<file path="config.mk">
export PLATFORM = sky130hd
export DESIGN_NAME = bus_seq
export DESIGN_NICKNAME = d
export VERILOG_FILES = /design/src/rtl/bus_seq.sv
export SDC_FILE = /design/constraint.sdc
export NUM_CORES = 1
export LEC_CHECK = 0
export CAP_MARGIN = 20
export CORE_MARGIN = 1.5
export CORE_UTILIZATION = 34
export CTS_BUF_LIST = sky130_fd_sc_hd__clkbuf_2 sky130_fd_sc_hd__clkbuf_4 sky130_fd_sc_hd__clkbuf_8
export CTS_CLUSTER_DIAMETER = 80
export CTS_CLUSTER_SIZE = 28
export DETAILED_ROUTE_END_ITERATION = 8
export PLACE_DENSITY_LB_ADDON = 0.2
export SLEW_MARGIN = 15
export SYNTH_ARGS = -nofsm -noshare
export SYNTH_HDL_FRONTEND = slang
export SYNTH_SLANG_ARGS = --single-unit
</file>
<file path="constraint.sdc">
create_clock -name ph1 -period 2.3 [get_ports ph1]
set_input_delay 0.345 -clock ph1 [delete_from_list [all_inputs] [get_ports ph1]]
set_output_delay 0.345 -clock ph1 [all_outputs]
set_load 0.1 [all_outputs]
</file>
<file path="src/rtl/bus_seq.sv">
// Register-transfer bus sequencer: request FIFO feeding a two-stage issue/load pipeline.
// Optional hazard bubble is compiled in when BUS_SEQ_HAZARD_EN is defined.
module bus_seq #(
  parameter int DEPTH = 4
) (
  input  logic                   ph1,
  input  logic                   reset,
  input  logic                   req_valid,
  input  logic [2:0]             req_src,
  input  logic [2:0]             req_dst,
  output logic                   req_ready,
  input  logic                   hold,
  output logic [7:0]             o_en,
  output logic [7:0]             i_en,
  output logic [$clog2(DEPTH):0] count,
  output logic                   bus_busy
);

  localparam int AW = $clog2(DEPTH);
  localparam logic [AW:0] FULL = (AW+1)'(DEPTH);

  typedef struct packed {
    logic [2:0] src;
    logic [2:0] dst;
  } req_t;

  req_t          r_mem [DEPTH];
  logic [AW-1:0] r_wr_ptr;
  logic [AW-1:0] r_rd_ptr;
  logic [AW:0]   r_count;

  logic          r_s_valid;
  logic [2:0]    r_s_src;
  logic [2:0]    r_s_dst;
  logic          r_l_valid;
  logic [2:0]    r_l_dst;

  req_t          w_head;
  logic          w_push;
  logic          w_pop;
  logic          w_hazard;

  assign w_head    = r_mem[r_rd_ptr];
  assign req_ready = (r_count < FULL) && !reset;
  assign w_push    = req_valid && req_ready;

`ifdef BUS_SEQ_HAZARD_EN
  // The issuing transfer writes the register the head wants to read; insert one bubble.
  assign w_hazard  = r_s_valid && (w_head.src == r_s_dst);
`else
  assign w_hazard  = 1'b0;
`endif

  assign w_pop = (r_count != '0) && !hold && !w_hazard;

  // NOTE: FIFO storage is deliberately not reset; occupancy and pointers alone define validity.
  always_ff @(posedge ph1) begin
    if (w_push) begin
      r_mem[r_wr_ptr] <= '{src: req_src, dst: req_dst};
    end
  end

  // NOTE: sequential state uses non-blocking assignments so every register samples pre-edge values.
  always_ff @(posedge ph1) begin
    if (reset) begin
      r_wr_ptr  <= '0;
      r_rd_ptr  <= '0;
      r_count   <= '0;
      r_s_valid <= 1'b0;
      r_l_valid <= 1'b0;
    end else begin
      if (w_push) r_wr_ptr <= r_wr_ptr + AW'(1);
      if (w_pop)  r_rd_ptr <= r_rd_ptr + AW'(1);

      case ({w_push, w_pop})
        2'b10:   r_count <= r_count + (AW+1)'(1);
        2'b01:   r_count <= r_count - (AW+1)'(1);
        default: r_count <= r_count;
      endcase

      r_l_valid <= r_s_valid;
      r_s_valid <= w_pop;
    end
  end

  // Data fields carry no reset; their valid bits gate every use.
  always_ff @(posedge ph1) begin
    r_l_dst <= r_s_dst;
    if (w_pop) begin
      r_s_src <= w_head.src;
      r_s_dst <= w_head.dst;
    end
  end

  assign o_en     = r_s_valid ? (8'h01 << r_s_src) : 8'h00;
  assign i_en     = r_l_valid ? (8'h01 << r_l_dst) : 8'h00;
  assign count    = r_count;
  assign bus_busy = r_s_valid || r_l_valid || (r_count != '0);

endmodule

</file>
# Yosys cells after proc, flatten, opt, wreduce, memory -nomap -nowiden
# Memory sizes are Yosys's and may differ from the RTL's. A register that Yosys moved wholly into a read port is not among the register bits.
# Index checks and enable logic that the tools add are counted.
# classes
n_lt_le_gt_ge	1
mux	5
addsub	4
n_reduce_logical	9
eq_ne	2
shifts	2
# op_table
operator	count
8-bit two-way mux	2
1-bit by 3-bit left shift with 8-bit output (first input constant)	2
3-bit one-hot mux with 2 select lines	1
2-bit by 1-bit adder with 2-bit output (second input constant)	2
3-bit by 1-bit adder with 3-bit output (second input constant)	1
1-bit logical AND	3
3-bit < comparator (second input constant)	1
3-bit nonzero test	1
3-bit by 1-bit subtractor with 3-bit output (second input constant)	1
2-bit by 1-bit == test with 1-bit output (second input constant)	1
2-bit == test (second input constant)	1
1-bit logical NOT	2
1-bit logical OR	2
1-bit two-way mux	2
2-bit nonzero test	1
# totals
out_inout_bits	21
mem_count	1
mem_bits_rw	24
regBits	12
wordCells	30
# memory_table
name	depth	word_bits	read_ports	rd_ports_with_merged_regs	wr	line_no	text
r_mem	4	6	1	1	1	27	req_t r_mem [DEPTH];

# Longest topological paths before layout
# logic_depth
depth_word	5
mapped_depth	8
ltp_nobuf	8

# Least setup slack after synthesis
# OpenSTA, ideal clock, no wires.
# synth_timing
kind	reg-to-reg
startpoint	register r_count[2], in the netlist count[2]
endpoint	register r_count[2], in the netlist count[2]
setup_time_ps	70
synth_period_minus_slack_ps	2983
stages_incl_launch_ff	9
arrival_ps	2913
slack_ps	-683
required_ps	2230
cell_sequence	dfxtp_1 > nor3_4 > nor2_1 > ha_1 > inv_1 > fa_1 > xor2_1 > or3_2 > a21oi_1
# synth_rtl
item	line_no	text
start, declared	30	logic [AW:0] r_count;
start signal, assigned	76	2'b10: r_count <= r_count + (AW+1)'(1);
start signal, assigned	77	2'b01: r_count <= r_count - (AW+1)'(1);
start signal, assigned	78	default: r_count <= r_count;
3-bit nonzero test *	54	assign w_pop = (r_count != '0) && !hold && !w_hazard;
1-bit logical AND *	54	
via w_pop	40	logic w_pop;
2-bit by 1-bit == test with 1-bit output / 2-bit == test (equally long branches)	75	case ({w_push, w_pop})
3-bit one-hot mux with 2 select lines / 2-bit nonzero test (equally long branches)	n/a	
# The timed path passes the listed nets; every way through them passes the cells marked *.
# A chain may end at the register's enable or synchronous reset.

# Worst setup path after layout
# layout_timing
startpoint	input reset
endpoint	register r_count[2], in the netlist count[2]
# layout_via
elab_chain_cells	5
# layout_rtl
item	line_no	text
start, declared	7	input logic reset,
1-bit logical NOT	44	assign req_ready = (r_count < FULL) && !reset;
1-bit logical AND	44	
1-bit logical AND	45	assign w_push = req_valid && req_ready;
2-bit by 1-bit == test with 1-bit output / 2-bit == test (equally long branches)	75	
3-bit one-hot mux with 2 select lines / 2-bit nonzero test (equally long branches)	n/a	
# Several ways; a longest one is shown, not always the timed one.

==> metrics.txt <==
status=finished, final reports clean; gr usage total=between 10% and 20%; fin crit share=~90%; fmax=0.485 GHz; share of cells above drive strength 1=31.1%; final-report hold violation count=0; top-count cell post-synth=edfxtp_1; worst skew pair latency=approximately 0.29 ns; Antenna diodes=0; Relative slew margins=66.8%; Top FF cell, synth=edfxtp_1; Row Count=25; boundary pin count=31; total number of vias=1024; Final min period=about 2.1 ns; Worst Path Required=2.51 ns; placed insts=between 200 and 250; die height=74.1 um; Non-Filler Instances=228; CTS resizes=0; Syn Std Cell Area=between 0.0015 and 0.002 mm2; Worst-path clk slew=0.08 ns; Syn Area/Cell=14.2 um2; clock buffer count from CTS=5; CTS H-tree lvls=2; Worst EP arrival=2.28 ns; post-DR wirelength/cell=12.1 um; Worst setup SP type=input pin; Worst setup EP type=register; initial core utilization=35.9%; worst slew pin tran=0.497 ns; largest net degree at the start of global routing=15; drt initial violations=39; Yosys reg bits=42; Slew Viols, Final=0; post-synthesis sequential area ratio=about two thirds; core area=~0.0048 mm2; EDFF count, synth=30; CTS Root Cell=clkbuf_8; routability cong.=0.662; CTS tree=built; HP Class=register to register; synth top area cells=edfxtp_1, dfxtp_1, mux4_2; Yosys Warn Count=0; Yosys cell types=25; Port Buffer Count=30; Leak=0.790 nW; Critical Path Fanout Max=2; 1st-pass router iterations=4; synth cell count leaders=edfxtp_1, nor2_1, dfxtp_1; initial antenna violation count=0; # fillers=453; asr flop ratio synth=0%; fin util=between 40% and 50%; share of the synthesized area in the top cell type=a little over half; R2R setup slack=0.27 ns; RSZ-0062 raised after global routing=false; Post-CTS Hold Buffers=0; Worst Skew=0.00650 ns; post-synthesis net count=137; synthesized instance count=121; worst vdd ir=between 400 and 500 uV; Area Overhead vs Synth=28.0%; Overflow after GRT=0; Vias/cell=4.49; nets@finish=176; CTS Sinks=42; WS Path Type=input pin to register; max_cap viols=0; Final HPWL DP=2.06 mm; die area=roughly 0.0055 mm2; DR DRC count=0; Yosys top cell by area=edfxtp_1; vias in the first global route=1013; clock tree buffer depth=2; post-CTS setup buffers=0; first-pass GRT wire length=4.59 mm; Antenna Nets Post-Route=0; die width=74.1 um; Final setup viols=0; WL final=2.76 mm; cell area power density=1040 mW/mm2
critical path: stages:
cell and delay [ns]:
clkdlybuf4s50_1 0.52, nor3b_4 0.06, inv_1 0.06, ha_1 0.16, inv_1 0.05, fa_1 0.37
xor2_1 0.16, or3_2 0.40, a21oi_1 0.14
power breakdown:
group / leakage, nW / switching [W] / internal, W
combinational: 0.372 / 0.000534 / 0.000258
sequential: 0.373 / 0.000109 / 0.000935
clock: 0.0441 / 0.000244 / 0.000213
layout by cell type (no fill, tap or decap), drive strengths merged, types with 3 or more instances in the layout:
master,netlist,routed
mux4,6,6
nor2,20,20
ha,5,5
nor3,6,6
edfxtp,30,30
nand2b,6,6
inv,6,6
dfxtp,12,12
a21oi,3,3
and2,4,4
nand2,6,6
clkbuf,1,5
clkdlybuf4s50,0,9
buf,2,26
state kept, by name, indices dropped and copies added (netlist names), 2 cells and up:
signal and flops:
r_l_dst 3, r_mem 24, count 3, r_wr_ptr 2, r_rd_ptr 2, r_s_dst 3
r_s_src 3
routing by layer:
metal / global-route usage, % / share of wire [%]
met4: 5.56 / 1.7
met3: 3.25 / 5.4
met1: 12.6 / 42
met2: 20.6 / 51
met5: 0 / 0
logic make-up (layout without fill, tap and decap cells):
kind of cell,Yosys count,in the layout,synth area share (%)
flops,42,42,66.4
fa+ha+maj,6,6,4.80
xor+xnor,3,3,1.53
simple gates,48,48,14.8
mux,7,7,8.52
buf+inv,9,49,2.11
compound gates,6,6,1.89
path summary, 6_finish.rpt:
| check | start | end | depth (start not counted) |
|---|---|---|---|
| max reg2reg | count[2] | count[2] | 8 |
| min reg2reg | r_s_dst[1] | r_l_dst[1] | 0 |
| max | reset | count[2] | 9 |
| min | r_s_dst[1] | r_l_dst[1] | 0 |
final cells by class:
| cell class | count | area, um2 | area share (%) |
|---|---|---|---|
| inverters | 6 | 22.5 | 1.02 |
| flip-flops and latches | 42 | 1140 | 52.0 |
| multi-input cells | 70 | 562 | 25.5 |
| clock inverters | 3 | 21.3 | 0.966 |
| clock buffers | 5 | 68.8 | 3.13 |
| well taps | 67 | 83.8 | 3.81 |
| repair buffers | 35 | 298 | 13.5 |
per-stage QoR:
step           TNS (ns)  total power, W  instance area, um2  hold WS, ns  setup slack (ns)
6_report              0         0.00229                2200        0.345             0.237
5_1_grt               0         0.00242                2200        0.352             0.128
4_1_cts               0         0.00232                2200        0.349             0.240
3_5_place_dp    -0.0635         0.00187                2110        0.328           -0.0635
3_3_place_gp          0         0.00184                2110        0.326           0.00728
2_1_floorplan    -0.309         0.00166                1740        0.323            -0.309
Power figures use the tool's default switching activity.
==> variant (same settings) <==
Make the reset (`reset`) asynchronous in one clocked block.
--- a/src/rtl/bus_seq.sv
+++ b/src/rtl/bus_seq.sv
@@ -63,3 +63,3 @@
   // NOTE: sequential state uses non-blocking assignments so every register samples pre-edge values.
-  always_ff @(posedge ph1) begin
+  always_ff @(posedge ph1 or posedge reset) begin
     if (reset) begin
Formal check against the unedited RTL: differs if reset is asserted again (counterexample within 4 cycles, from zero or initial values and one cycle with reset high); with reset held inactive, the same outputs for 10 cycles.
==> variant against the original RTL <==
Area after synthesis is 0.22% higher; non-clock buffer count is 3 lower; combinational power is 59% higher; final cell count is 6.1% lower; wire length is 0.76% lower; worst setup slack better by 0.17 ns; global-route usage is 0.45 points lower; fmax is 8.9% higher; sequential cell count stayed put; cell area stayed put; sequential share of layout area is 2.2 points higher; power is 27% higher; register-to-register slack better by 0.22 ns; largest cell class unchanged.
==> variant: results (changes against the original RTL) <==
metric	value	unit	change
ys_warn_count	0		unchanged
largest_reg_flops	24		unchanged
gp_congestion	0.652		-1.5%
vdd_drop_max	0.476	mV	+1.9%
slowest_delay	0.54	ns	+0.02 ns
layout-drive-gt1-share	0.381		+0.0704
synth-edff-count	30		unchanged
crit_family	buffers and inverters		
numPlacedInstances	206		-6.4%
fillers	453		unchanged
grt_max_degree	15		unchanged
htreeDepth	2		unchanged
drt_iter0_markers	19		-51%
grt_pass1_wl	4370	µm	-4.8%
ctsResizeCount	0		unchanged
ys_async_sr_fraction	0.214		+0.214
worstPathMaxFanout	3		+1
post_cts_buffers	0		unchanged
place_ws	0.0749	ns	+0.138 ns
p_sw	0.00128	W	+44%
clock_latency	0.30	ns	
numCtsBuffers	5		unchanged
hold_path.class	flop to flop		
cts_buffer_depth	2		unchanged
fin_skew	0.00735	ns	+0.000853 ns
io_buffers	30		unchanged
synth_nets	125		-8.8%
wl	2740	µm	-0.76%
dp_hpwl	2140	µm	+3.8%
synth_cell_types	22		-12%
drtPass1Iterations	4		unchanged
clk_pin_slew_worst_paths	0.08	ns	about the same
nets	162		-8.0%
cts_root_buf	clkbuf_8		
cp_slowest_cell	clkdlybuf4s50_1		
grt_usage	0.111		-0.00455
status	completed		
arrival	2.11	ns	-0.17 ns
wl_per_cell	12.8	µm	+5.7%
leakagePower	0.845	nW	+7.0%
antenna_found_initial	0		unchanged
grt_pass1_vias	971		-4.1%
largest-register	r_mem		
yosys-top-cells-area	edfxtp_1 (52%), dfrtp_1 (13%), mux4_2 (7.8%)		
synth.cells.most_frequent	edfxtp_1 (30), nor2_1 (15), dfrtp_1 (9)		
ys_seq_area_frac	0.688		+0.0247
diodes	0		unchanged
via_count	949		-7.3%
syn_inst	109		-9.9%
ys.flop_type	edfxtp_1		
worstMarginPinSlew	0.446	ns	-0.0510 ns
variant: changes by cell type after synthesis, sizes merged, moves of 2 or more:
cell / before / now
nor2: 20 / 16
and3: 0 / 4
and2: 4 / 1
a21oi: 3 / 0
nor2b: 2 / 0
dfxtp: 12 / 3
dfrtp: 0 / 9
xor2: 2 / 4
o21ai: 2 / 0
or3: 2 / 0
variant: worst reg2reg max path, stage by stage (launching register included):
cell and delay (ns):
dfrtp_4 0.46, nor3_2 0.08, nor2_1 0.20, ha_4 0.18
inv_2 0.03, fa_1 0.36, xor2_1 0.15, nor2_1 0.11
xor2_1 0.16
variant: layout make-up:
type / instances / area [µm²] / share of cell area
Tap cell: 67 / 83.8 / 0.0381
Multi-Input combinational cell: 58 / 533 / 0.242
Clock inverter: 3 / 21.3 / 0.00966
Clock buffer: 5 / 68.8 / 0.0313
Inverter: 7 / 26.3 / 0.0119
Sequential cell: 42 / 1190 / 0.542
Timing Repair Buffer: 32 / 275 / 0.125
variant: path summary, 6_finish.rpt:
check | cells after the start | to | slack [ns] | startpoint
min in group asynchronous | 2 | r_wr_ptr[0]$_DFFE_PP0P_ | 0.42 | reset
worst max register to register | 8 | count[2]$_DFFE_PP0P_ | 0.49 | count[2]$_DFFE_PP0P_
worst min register to register | 0 | r_l_dst[1]$_DFF_P_ | 0.35 | r_s_dst[1]$_DFFE_PP_
max in group asynchronous | 2 | count[2]$_DFFE_PP0P_ | 1.60 | reset
worst max-delay path | 10 | count[2]$_DFFE_PP0P_ | 0.41 | reset
worst min-delay path | 0 | r_l_dst[1]$_DFF_P_ | 0.35 | r_s_dst[1]$_DFFE_PP_
variant: power by group through the flow:
stage	Combinational, W	Clock (W)	Sequential [W]
floorplan	0.000875	0	0.00133
global placement	0.00124	0	0.00121
detailed placement	0.00127	0	0.00122
CTS	0.00127	0.000477	0.00120
global route	0.00132	0.000503	0.00123
finish	0.00126	0.000461	0.00119
variant: logic make-up after synthesis:
kind of cell               count (synthesis)  share of synthesized area
DFF                                       42                      0.688
and+or+nand+nor                           38                      0.116
buffers and inverters                      9                     0.0240
xor gates and xnor gates                   6                     0.0305
muxes                                      8                     0.0930
adders and majority gates                  6                     0.0479
variant: per-stage QoR:
stage	power [W]	hold WS [ns]	area [µm²]
after CTS	0.00295	0.349	2200
after detailed placement	0.00249	0.329	2110
after global placement	0.00245	0.325	2110
final	0.00291	0.346	2200
after floorplan	0.00221	0.173	1770
after global routing	0.00306	0.359	2200
variant: metal layers:
metal	vias up	routed length [µm]	GRT usage
li1	456	-	-
met1	459	1170	0.128
met2	28	1350	0.186
met3	6	164	0.0407
met4	0	52	0.0494
met5	-	0	0
